$ cat src/rtl/net_endpoint_adapter_pkg.sv
// Shared ring-network definitions: default field widths, message layout
// helpers and the occupancy encoding used by the adapter's 2-entry queues.
package net_endpoint_adapter_pkg;

  localparam int unsigned NET_PAYLOAD_NBITS = 32;
  localparam int unsigned NET_OPAQUE_NBITS  = 3;
  localparam int unsigned NET_SRCDEST_NBITS = 3;

  // Message layout, MSB to LSB: {dest, src, opaque, payload}
  function automatic int unsigned net_msg_nbits(input int unsigned p,
                                                input int unsigned o,
                                                input int unsigned s);
    return p + o + 2 * s;
  endfunction

  function automatic int unsigned net_opaque_lsb(input int unsigned p);
    return p;
  endfunction

  function automatic int unsigned net_src_lsb(input int unsigned p,
                                              input int unsigned o);
    return p + o;
  endfunction

  function automatic int unsigned net_dest_lsb(input int unsigned p,
                                               input int unsigned o,
                                               input int unsigned s);
    return p + o + s;
  endfunction

  localparam int unsigned VC_NET_MSG_NBITS =
    net_msg_nbits(NET_PAYLOAD_NBITS, NET_OPAQUE_NBITS, NET_SRCDEST_NBITS);

  // Occupancy of a 2-entry queue; entry 0 is always the head.
  typedef enum logic [1:0] {
    Q_EMPTY = 2'd0,
    Q_ONE   = 2'd1,
    Q_FULL  = 2'd2
  } q_state_e;

endpackage

$ cat src/rtl/net_endpoint_adapter_if.sv
// Core-side and ring-side handshakes of one endpoint adapter, plus its
// status outputs. The slave modport is the adapter's view.
interface net_endpoint_adapter_if
  import net_endpoint_adapter_pkg::*;
#(
  parameter int unsigned p_payload_nbits = NET_PAYLOAD_NBITS,
  parameter int unsigned p_opaque_nbits  = NET_OPAQUE_NBITS,
  parameter int unsigned p_srcdest_nbits = NET_SRCDEST_NBITS
) ();

  localparam int unsigned M =
    net_msg_nbits(p_payload_nbits, p_opaque_nbits, p_srcdest_nbits);

  logic                       req_val;
  logic                       req_rdy;
  logic [p_srcdest_nbits-1:0] req_dest;
  logic [p_payload_nbits-1:0] req_payload;

  logic                       net_in_val;
  logic                       net_in_rdy;
  logic [M-1:0]               net_in_msg;

  logic                       net_out_val;
  logic                       net_out_rdy;
  logic [M-1:0]               net_out_msg;

  logic                       resp_val;
  logic                       resp_rdy;
  logic [p_srcdest_nbits-1:0] resp_src;
  logic [p_opaque_nbits-1:0]  resp_tag;
  logic [p_payload_nbits-1:0] resp_payload;

  logic [p_opaque_nbits:0]    outstanding;
  logic                       err_misroute;
  logic                       err_badtag;

  modport master (
    output req_val, req_dest, req_payload, net_in_rdy, net_out_val,
           net_out_msg, resp_rdy,
    input  req_rdy, net_in_val, net_in_msg, net_out_rdy, resp_val,
           resp_src, resp_tag, resp_payload, outstanding, err_misroute,
           err_badtag
  );

  modport slave (
    input  req_val, req_dest, req_payload, net_in_rdy, net_out_val,
           net_out_msg, resp_rdy,
    output req_rdy, net_in_val, net_in_msg, net_out_rdy, resp_val,
           resp_src, resp_tag, resp_payload, outstanding, err_misroute,
           err_badtag
  );

endinterface

$ cat src/rtl/net_endpoint_adapter_tag_alloc.sv
// Opaque tag pool: busy vector, lowest-free picker and in-use counter.
// Allocation looks only at the registered busy vector, so a tag freed this
// cycle becomes allocatable next cycle and can never collide with the tag
// being allocated.
module net_endpoint_adapter_tag_alloc
  import net_endpoint_adapter_pkg::*;
#(
  parameter int unsigned p_opaque_nbits = NET_OPAQUE_NBITS
) (
  input  logic                            clk,
  input  logic                            reset,
  input  logic                            alloc_i,
  input  logic                            free_i,
  input  logic [p_opaque_nbits-1:0]       free_tag_i,
  output logic [(1<<p_opaque_nbits)-1:0]  busy_o,
  output logic                            any_free_o,
  output logic [p_opaque_nbits-1:0]       alloc_tag_o,
  output logic [p_opaque_nbits:0]         outstanding_o
);

  localparam int unsigned O = p_opaque_nbits;
  localparam int unsigned T = 1 << O;
  localparam logic [O:0]  T_CNT   = {1'b1, {O{1'b0}}};
  localparam logic [O:0]  ONE_CNT = {{O{1'b0}}, 1'b1};

  logic [T-1:0] busy_q, busy_d;
  logic [O:0]   cnt_q, cnt_d;

  assign busy_o        = busy_q;
  assign outstanding_o = cnt_q;

  // Lowest-index free tag; scanning downward lets the lowest win.
  always_comb begin
    alloc_tag_o = '0;
    any_free_o  = 1'b0;
    for (int i = T - 1; i >= 0; i--) begin
      if (!busy_q[i]) begin
        alloc_tag_o = O'(i);
        any_free_o  = 1'b1;
      end
    end
  end

  // Next busy vector and counter; alloc and free never name the same tag.
  always_comb begin
    busy_d = busy_q;
    cnt_d  = cnt_q;
    if (alloc_i) busy_d[alloc_tag_o] = 1'b1;
    if (free_i)  busy_d[free_tag_i]  = 1'b0;
    case ({alloc_i, free_i})
      2'b10:   cnt_d = cnt_q + ONE_CNT;
      2'b01:   cnt_d = cnt_q - ONE_CNT;
      default: cnt_d = cnt_q;
    endcase
  end

  // Pool state register.
  always_ff @(posedge clk or negedge reset) begin
    if (!reset) begin
      busy_q <= '0;
      cnt_q  <= '0;
    end else begin
      busy_q <= busy_d;
      cnt_q  <= cnt_d;
    end
  end

  // Counter must stay in 0..T and never step past either end.
  always_ff @(posedge clk) begin
    if (reset) begin
      assert (cnt_q <= T_CNT);
      assert (!(free_i && !alloc_i && (cnt_q == '0)));
      assert (!(alloc_i && !free_i && (cnt_q == T_CNT)));
    end
  end

endmodule

$ cat src/rtl/net_endpoint_adapter.sv
// Endpoint adapter for one ring port: wraps core requests into tagged
// network messages, retires tags on matching responses and returns them to
// the core. Misrouted or unexpected-tag messages are dropped and flagged.
module net_endpoint_adapter
  import net_endpoint_adapter_pkg::*;
#(
  parameter int unsigned p_payload_nbits = NET_PAYLOAD_NBITS,
  parameter int unsigned p_opaque_nbits  = NET_OPAQUE_NBITS,
  parameter int unsigned p_srcdest_nbits = NET_SRCDEST_NBITS,
  parameter int unsigned p_endpoint_id   = 0
) (
  input  logic                  clk,
  input  logic                  reset,   // active-low, asynchronous
  net_endpoint_adapter_if.slave bus
);

  localparam int unsigned P       = p_payload_nbits;
  localparam int unsigned O       = p_opaque_nbits;
  localparam int unsigned S       = p_srcdest_nbits;
  localparam int unsigned T       = 1 << O;
  localparam int unsigned M       = net_msg_nbits(P, O, S);
  localparam int unsigned OPQ_LSB = net_opaque_lsb(P);
  localparam int unsigned SRC_LSB = net_src_lsb(P, O);
  localparam int unsigned DST_LSB = net_dest_lsb(P, O, S);
  localparam int unsigned RW      = S + O + P;
  localparam logic [S-1:0] MY_ID  = p_endpoint_id[S-1:0];

  logic         any_free;
  logic [O-1:0] alloc_tag;
  logic [T-1:0] busy;

  logic         req_rdy_w, req_fire;
  logic [M-1:0] req_msg;

  logic         net_out_rdy_w, out_fire;
  logic [S-1:0] rx_dest, rx_src;
  logic [O-1:0] rx_tag;
  logic [P-1:0] rx_payload;
  logic         rx_mis, rx_bad, rx_ok;

  q_state_e     inj_state_q, inj_state_d;
  logic [M-1:0] inj_ent0_q, inj_ent1_q;
  logic         inj_wr0, inj_wr1, inj_shift, inj_deq;

  q_state_e      rsp_state_q, rsp_state_d;
  logic [RW-1:0] rsp_ent0_q, rsp_ent1_q, rsp_in;
  logic          rsp_wr0, rsp_wr1, rsp_shift, rsp_deq, rsp_enq;

  logic err_mis_q, err_bad_q;

  // ---- request path ----
  // Held low during reset even though the pool looks empty then.
  assign req_rdy_w   = reset && any_free && (inj_state_q != Q_FULL);
  assign req_fire    = bus.req_val && req_rdy_w;
  assign req_msg     = {bus.req_dest, MY_ID, alloc_tag, bus.req_payload};
  assign bus.req_rdy = req_rdy_w;

  assign inj_deq        = (inj_state_q != Q_EMPTY) && bus.net_in_rdy;
  assign bus.net_in_val = (inj_state_q != Q_EMPTY);
  assign bus.net_in_msg = inj_ent0_q;

  // ---- receive path ----
  assign rx_dest    = bus.net_out_msg[DST_LSB +: S];
  assign rx_src     = bus.net_out_msg[SRC_LSB +: S];
  assign rx_tag     = bus.net_out_msg[OPQ_LSB +: O];
  assign rx_payload = bus.net_out_msg[P-1:0];
  assign rx_mis     = (rx_dest != MY_ID);
  assign rx_bad     = !busy[rx_tag];
  assign rx_ok      = !rx_mis && !rx_bad;

  assign net_out_rdy_w   = (rsp_state_q != Q_FULL);
  assign out_fire        = bus.net_out_val && net_out_rdy_w;
  assign bus.net_out_rdy = net_out_rdy_w;

  assign rsp_enq = out_fire && rx_ok;
  assign rsp_in  = {rx_src, rx_tag, rx_payload};
  assign rsp_deq = (rsp_state_q != Q_EMPTY) && bus.resp_rdy;

  assign bus.resp_val     = (rsp_state_q != Q_EMPTY);
  assign bus.resp_src     = rsp_ent0_q[RW-1 -: S];
  assign bus.resp_tag     = rsp_ent0_q[P +: O];
  assign bus.resp_payload = rsp_ent0_q[P-1:0];

  assign bus.err_misroute = err_mis_q;
  assign bus.err_badtag   = err_bad_q;

  net_endpoint_adapter_tag_alloc #(
    .p_opaque_nbits (O)
  ) u_tags (
    .clk           (clk),
    .reset         (reset),
    .alloc_i       (req_fire),
    .free_i        (rsp_enq),
    .free_tag_i    (rx_tag),
    .busy_o        (busy),
    .any_free_o    (any_free),
    .alloc_tag_o   (alloc_tag),
    .outstanding_o (bus.outstanding)
  );

  // Inject queue occupancy and write steering; full rejects via req_rdy.
  always_comb begin
    inj_state_d = inj_state_q;
    inj_wr0     = 1'b0;
    inj_wr1     = 1'b0;
    inj_shift   = 1'b0;
    case (inj_state_q)
      Q_EMPTY: if (req_fire) begin
        inj_wr0     = 1'b1;
        inj_state_d = Q_ONE;
      end
      Q_ONE: begin
        if (req_fire && inj_deq) begin
          inj_wr0 = 1'b1;
        end else if (req_fire) begin
          inj_wr1     = 1'b1;
          inj_state_d = Q_FULL;
        end else if (inj_deq) begin
          inj_state_d = Q_EMPTY;
        end
      end
      Q_FULL: if (inj_deq) begin
        inj_shift   = 1'b1;
        inj_state_d = Q_ONE;
      end
      default: inj_state_d = Q_EMPTY;
    endcase
  end

  // Response queue occupancy and write steering; full rejects via net_out_rdy.
  always_comb begin
    rsp_state_d = rsp_state_q;
    rsp_wr0     = 1'b0;
    rsp_wr1     = 1'b0;
    rsp_shift   = 1'b0;
    case (rsp_state_q)
      Q_EMPTY: if (rsp_enq) begin
        rsp_wr0     = 1'b1;
        rsp_state_d = Q_ONE;
      end
      Q_ONE: begin
        if (rsp_enq && rsp_deq) begin
          rsp_wr0 = 1'b1;
        end else if (rsp_enq) begin
          rsp_wr1     = 1'b1;
          rsp_state_d = Q_FULL;
        end else if (rsp_deq) begin
          rsp_state_d = Q_EMPTY;
        end
      end
      Q_FULL: if (rsp_deq) begin
        rsp_shift   = 1'b1;
        rsp_state_d = Q_ONE;
      end
      default: rsp_state_d = Q_EMPTY;
    endcase
  end

  // Control state: queue occupancies and sticky error flags.
  always_ff @(posedge clk or negedge reset) begin
    if (!reset) begin
      inj_state_q <= Q_EMPTY;
      rsp_state_q <= Q_EMPTY;
      err_mis_q   <= 1'b0;
      err_bad_q   <= 1'b0;
    end else begin
      inj_state_q <= inj_state_d;
      rsp_state_q <= rsp_state_d;
      if (out_fire && rx_mis) err_mis_q <= 1'b1;
      if (out_fire && rx_bad) err_bad_q <= 1'b1;
    end
  end

  // Queue storage; contents are qualified by occupancy, so no reset needed.
  always_ff @(posedge clk) begin
    if (inj_wr0)        inj_ent0_q <= req_msg;
    else if (inj_shift) inj_ent0_q <= inj_ent1_q;
    if (inj_wr1)        inj_ent1_q <= req_msg;
    if (rsp_wr0)        rsp_ent0_q <= rsp_in;
    else if (rsp_shift) rsp_ent0_q <= rsp_ent1_q;
    if (rsp_wr1)        rsp_ent1_q <= rsp_in;
  end

endmodule

$ cat src/flat_wrapper.sv
// flat-port wrapper written by rule: the top's interface ports become plain ports
module net_endpoint_adapter_flat import net_endpoint_adapter_pkg::*;
#(
  parameter int unsigned p_payload_nbits = NET_PAYLOAD_NBITS,
  parameter int unsigned p_opaque_nbits  = NET_OPAQUE_NBITS,
  parameter int unsigned p_srcdest_nbits = NET_SRCDEST_NBITS,
  parameter int unsigned p_endpoint_id   = 0
)
  (clk, reset, bus_req_val, bus_req_dest, bus_req_payload, bus_net_in_rdy, bus_net_out_val, bus_net_out_msg, bus_resp_rdy, bus_req_rdy, bus_net_in_val, bus_net_in_msg, bus_net_out_rdy, bus_resp_val, bus_resp_src, bus_resp_tag, bus_resp_payload, bus_outstanding, bus_err_misroute, bus_err_badtag);
  net_endpoint_adapter_if #(.p_payload_nbits(p_payload_nbits), .p_opaque_nbits(p_opaque_nbits), .p_srcdest_nbits(p_srcdest_nbits)) bus_i ();
  input  logic clk;
  input  logic reset;
  input wire logic [$bits(bus_i.req_val)-1:0] bus_req_val;
  input wire logic [$bits(bus_i.req_dest)-1:0] bus_req_dest;
  input wire logic [$bits(bus_i.req_payload)-1:0] bus_req_payload;
  input wire logic [$bits(bus_i.net_in_rdy)-1:0] bus_net_in_rdy;
  input wire logic [$bits(bus_i.net_out_val)-1:0] bus_net_out_val;
  input wire logic [$bits(bus_i.net_out_msg)-1:0] bus_net_out_msg;
  input wire logic [$bits(bus_i.resp_rdy)-1:0] bus_resp_rdy;
  output wire logic [$bits(bus_i.req_rdy)-1:0] bus_req_rdy;
  output wire logic [$bits(bus_i.net_in_val)-1:0] bus_net_in_val;
  output wire logic [$bits(bus_i.net_in_msg)-1:0] bus_net_in_msg;
  output wire logic [$bits(bus_i.net_out_rdy)-1:0] bus_net_out_rdy;
  output wire logic [$bits(bus_i.resp_val)-1:0] bus_resp_val;
  output wire logic [$bits(bus_i.resp_src)-1:0] bus_resp_src;
  output wire logic [$bits(bus_i.resp_tag)-1:0] bus_resp_tag;
  output wire logic [$bits(bus_i.resp_payload)-1:0] bus_resp_payload;
  output wire logic [$bits(bus_i.outstanding)-1:0] bus_outstanding;
  output wire logic [$bits(bus_i.err_misroute)-1:0] bus_err_misroute;
  output wire logic [$bits(bus_i.err_badtag)-1:0] bus_err_badtag;
  assign bus_i.req_val = bus_req_val;
  assign bus_i.req_dest = bus_req_dest;
  assign bus_i.req_payload = bus_req_payload;
  assign bus_i.net_in_rdy = bus_net_in_rdy;
  assign bus_i.net_out_val = bus_net_out_val;
  assign bus_i.net_out_msg = bus_net_out_msg;
  assign bus_i.resp_rdy = bus_resp_rdy;
  assign bus_req_rdy = bus_i.req_rdy;
  assign bus_net_in_val = bus_i.net_in_val;
  assign bus_net_in_msg = bus_i.net_in_msg;
  assign bus_net_out_rdy = bus_i.net_out_rdy;
  assign bus_resp_val = bus_i.resp_val;
  assign bus_resp_src = bus_i.resp_src;
  assign bus_resp_tag = bus_i.resp_tag;
  assign bus_resp_payload = bus_i.resp_payload;
  assign bus_outstanding = bus_i.outstanding;
  assign bus_err_misroute = bus_i.err_misroute;
  assign bus_err_badtag = bus_i.err_badtag;
  net_endpoint_adapter #(.p_payload_nbits(p_payload_nbits), .p_opaque_nbits(p_opaque_nbits), .p_srcdest_nbits(p_srcdest_nbits), .p_endpoint_id(p_endpoint_id)) u_core (.clk(clk), .reset(reset), .bus(bus_i));
endmodule
$ cat config.mk
export PLATFORM = sky130hd
export DESIGN_NAME = net_endpoint_adapter_flat
export DESIGN_NICKNAME = d
export VERILOG_FILES = /design/src/rtl/net_endpoint_adapter_pkg.sv /design/src/rtl/net_endpoint_adapter_if.sv /design/src/rtl/net_endpoint_adapter_tag_alloc.sv /design/src/rtl/net_endpoint_adapter.sv /design/src/flat_wrapper.sv
export SDC_FILE = /design/constraint.sdc
export NUM_CORES = 1
export LEC_CHECK = 0
export ABC_AREA = 1
export CORE_ASPECT_RATIO = 0.6
export CORE_MARGIN = 3
export CORE_UTILIZATION = 50
export DETAILED_ROUTE_END_ITERATION = 6
export PLACE_DENSITY = 0.86
export SLEW_MARGIN = 20
export SYNTH_ARGS = -nofsm -noshare
export SYNTH_HDL_FRONTEND = slang
export SYNTH_SLANG_ARGS = --single-unit
$ cat constraint.sdc
create_clock -name clk -period 10.76 [get_ports clk]
set_input_delay 2.152 -clock clk [delete_from_list [all_inputs] [get_ports clk]]
set_output_delay 2.152 -clock clk [all_outputs]
set_load 0.01 [all_outputs]
==> impl_metrics.ini <==
[timing]
layout_setup_ws_ns = 4.58
final.setup.tns_ns = 0
rsz0062_at_grt = false
post-route-period-util = 0.574
maxSlewHeadroom = 0.387
setup_viol = 0
hold_violations = 0
fmax_mhz = 162
finClkSkew_ns = 0.0167
tightestPinTransition_ns = 0.917
finalCriticalPeriod_ns = 6.18
whs_ns = 0.473
slew_violations = 0

[synthesis]
synth_top_family_by_area = simple AND/OR/NAND/NOR gates
yosysTopAreaCellShare = 0.666
ys_ff_latch = 170
synth_top_cells_by_area = edfxtp_1 (67%), nand2_1 (14%), dfrtp_1 (6.6%)
synth_xor_area_frac = 0.00383
yosys-mux-area-fraction = 0
synth_edf_count = 152
synth.cell_area_um2 = 6860
synth_flop_cell = edfxtp_1
synth-adder-area-share = 0.00548
async_reset_ff_frac = 0.106
synth.distinct_cells = 34
synth_compound_area_frac = 0.0250
synthCells = 579
synthSimpleGateAreaFrac = 0.184
ys_seq_area_frac = 0.732
syn_area_per_cell_um2 = 11.8
yosys_warnings = 0
synth_top_cell_by_area = edfxtp_1

[routing]
wirelength_um = 15500
avgRoutedWirePerCell_um = 16.5
vias_per_cell = 5.05
ant_nets = 0
route.detailed.drc = 0
initialDrtViolationCount = 462
dr.max_layer_used = met4
wl_met2_um = 8240
vias = 4731
first_pass_iters = 6
dr_wl_met3_um = 652
routedLengthMet1_um = 6380

[cts]
cts_tree = built
numCtsBuffers = 17
ctsResizeCount = 0
clock_path_buffers = 2
htreeDepth = 4
cts.clk_slew.worst_paths_ns = 0.07
insertion_delay_ns = 0.42
post_cts_buffers = 0
clock-sinks = 170
clock_tree.root_cell = clkbuf_16
cts_hold_buf = 0

[critical_path]
crit_path_cell_trace = clkdlybuf4s50_1, nand2_1, nor2_1, clkdlybuf4s50_1
cp-end-kind = output port
crit_required_ns = 8.61
cp_slowest_stage_delay_ns = 1.07
crit_slowest_cell = clkdlybuf4s50_1
cp_max_fo = 20
cp_data_arrival_time_ns = 4.03
cp-start-kind = primary input
cpMostUsedCell = clkdlybuf4s50_1
path_class = in -> out

[layout]
drive_above_1_share = 0.0836
syn_to_final_growth_pct = 35.3
num_antenna_cells = 0
final_area_um2 = 9270
final_cell_mix = nand2_1 (264), clkdlybuf4s50_1 (167), edfxtp_1 (152)
nFillCells = 901
instances_no_fill = 936
fin_util = 0.706
nets = 838
layout_commonest_cell = nand2_1

[placed_design]
place_inst = 901
placed_area_um2 = 8650
dp_slack_ns = 4.54
gp_congestion = 0.831
hpwl_um = 10700
io_buffers = 167

[grt]
grt_pass1_vias = 4761
gr-usage-all-layers = 0.208
antenna_found_initial = 0
grt_max_degree = 44
overflow = 0
grt_first_pass_wirelength_um = 24800

[die]
ioPinCount = 171
die_area_um2 = 15200
core_area_um2 = 13100
rows = 32
initial_utilization = 0.522
die_width_um = 157
die_h_um = 96.7

[outcome]
run_status = finished, final reports clean

[power]
power_leakage_nw = 3.71
irDropWorstVdd_v = 0.000101
finalPower_mw = 1.66
power_density_nw_per_um2 = 179

[min_path]
hold_path.class = reg -> reg

[job]
cap_violations = 0
[final timing paths]
path / from / slack, ns / end / depth (start not counted)
max: reset / 4.58 / bus_req_rdy / 4
min: u_core.u_tags.outstanding_o[3] / 0.47 / u_core.u_tags.outstanding_o[3] / 1
max reg2reg: u_core.u_tags.busy_o[2] / 7.88 / u_core.bus.net_in_msg[12] / 9
min reg2reg: u_core.u_tags.outstanding_o[3] / 0.47 / u_core.u_tags.outstanding_o[3] / 1
max in group asynchronous: reset / 7.93 / u_core.bus.err_misroute / 1
min in group asynchronous: reset / 2.26 / u_core.u_tags.outstanding_o[2] / 1
[synth_stat cells (2+ instances only)]
| master | instances |
|---|---|
| inv_2 | 5 |
| or2_2 | 2 |
| edfxtp_1 | 152 |
| buf_2 | 3 |
| a31oi_1 | 2 |
| buf_4 | 6 |
| o21ai_2 | 4 |
| nor3_1 | 3 |
| o21ai_0 | 6 |
| dfrtp_1 | 18 |
| nor2_1 | 21 |
| nand4_1 | 6 |
| xnor2_1 | 3 |
| nand3_1 | 10 |
| a21oi_1 | 8 |
| buf_6 | 10 |
| nor2_2 | 3 |
| ha_1 | 3 |
| inv_1 | 34 |
| nand2_1 | 264 |
| nand2_4 | 3 |
[metal layers]
layer | global-route usage | up-vias
met4 | 0.0667 | 0
met1 | 0.263 | 2301
li1 | - | 2265
met3 | 0.0371 | 15
met2 | 0.365 | 150
met5 | 0 | -
[area by class of cell]
type | instances | area [µm²] | area share
well taps | 170 | 213 | 0.0229
multi-input cells | 350 | 1550 | 0.167
clock buffers | 17 | 425 | 0.0459
repair buffers | 172 | 1780 | 0.192
clock inverters | 15 | 128 | 0.0138
inverters | 42 | 165 | 0.0178
flip-flops and latches | 170 | 5010 | 0.541
[where the power goes]
| group | switching (mW) | internal, mW | total, mW |
|---|---|---|---|
| Clock | 0.267 | 0.305 | 0.572 |
| Sequential | 0.0263 | 0.775 | 0.802 |
| Combinational | 0.157 | 0.127 | 0.284 |
[sequential cells by signal (all words and copies together), names as in the netlist]
register and flops:
u_core.rsp_ent1_q 38, u_core.bus.err_misroute 1, u_core.u_tags.busy_o 8, u_core.bus.err_badtag 1
u_core.rsp_state_q 2, u_core.u_tags.outstanding_o 4, u_core.inj_state_q 2, u_core.rsp_ent0_q 38
u_core.inj_ent1_q 38, u_core.bus.net_in_msg 38
[logic make-up after synthesis]
family                     count (synthesis)
and+or+nand+nor                          314
AOI/OAI and AO/OA                         27
adders and majority gates                  3
xor gates and xnor gates                   3
other                                      1
DFF                                      170
buffers and inverters                     61
[worst max-delay path, delay by kind of cell]
kind,cells,cell delay [ns]
buffers and inverters,2,1.62
and+or+nand+nor,2,0.24
(Power assumes the default switching activity.)
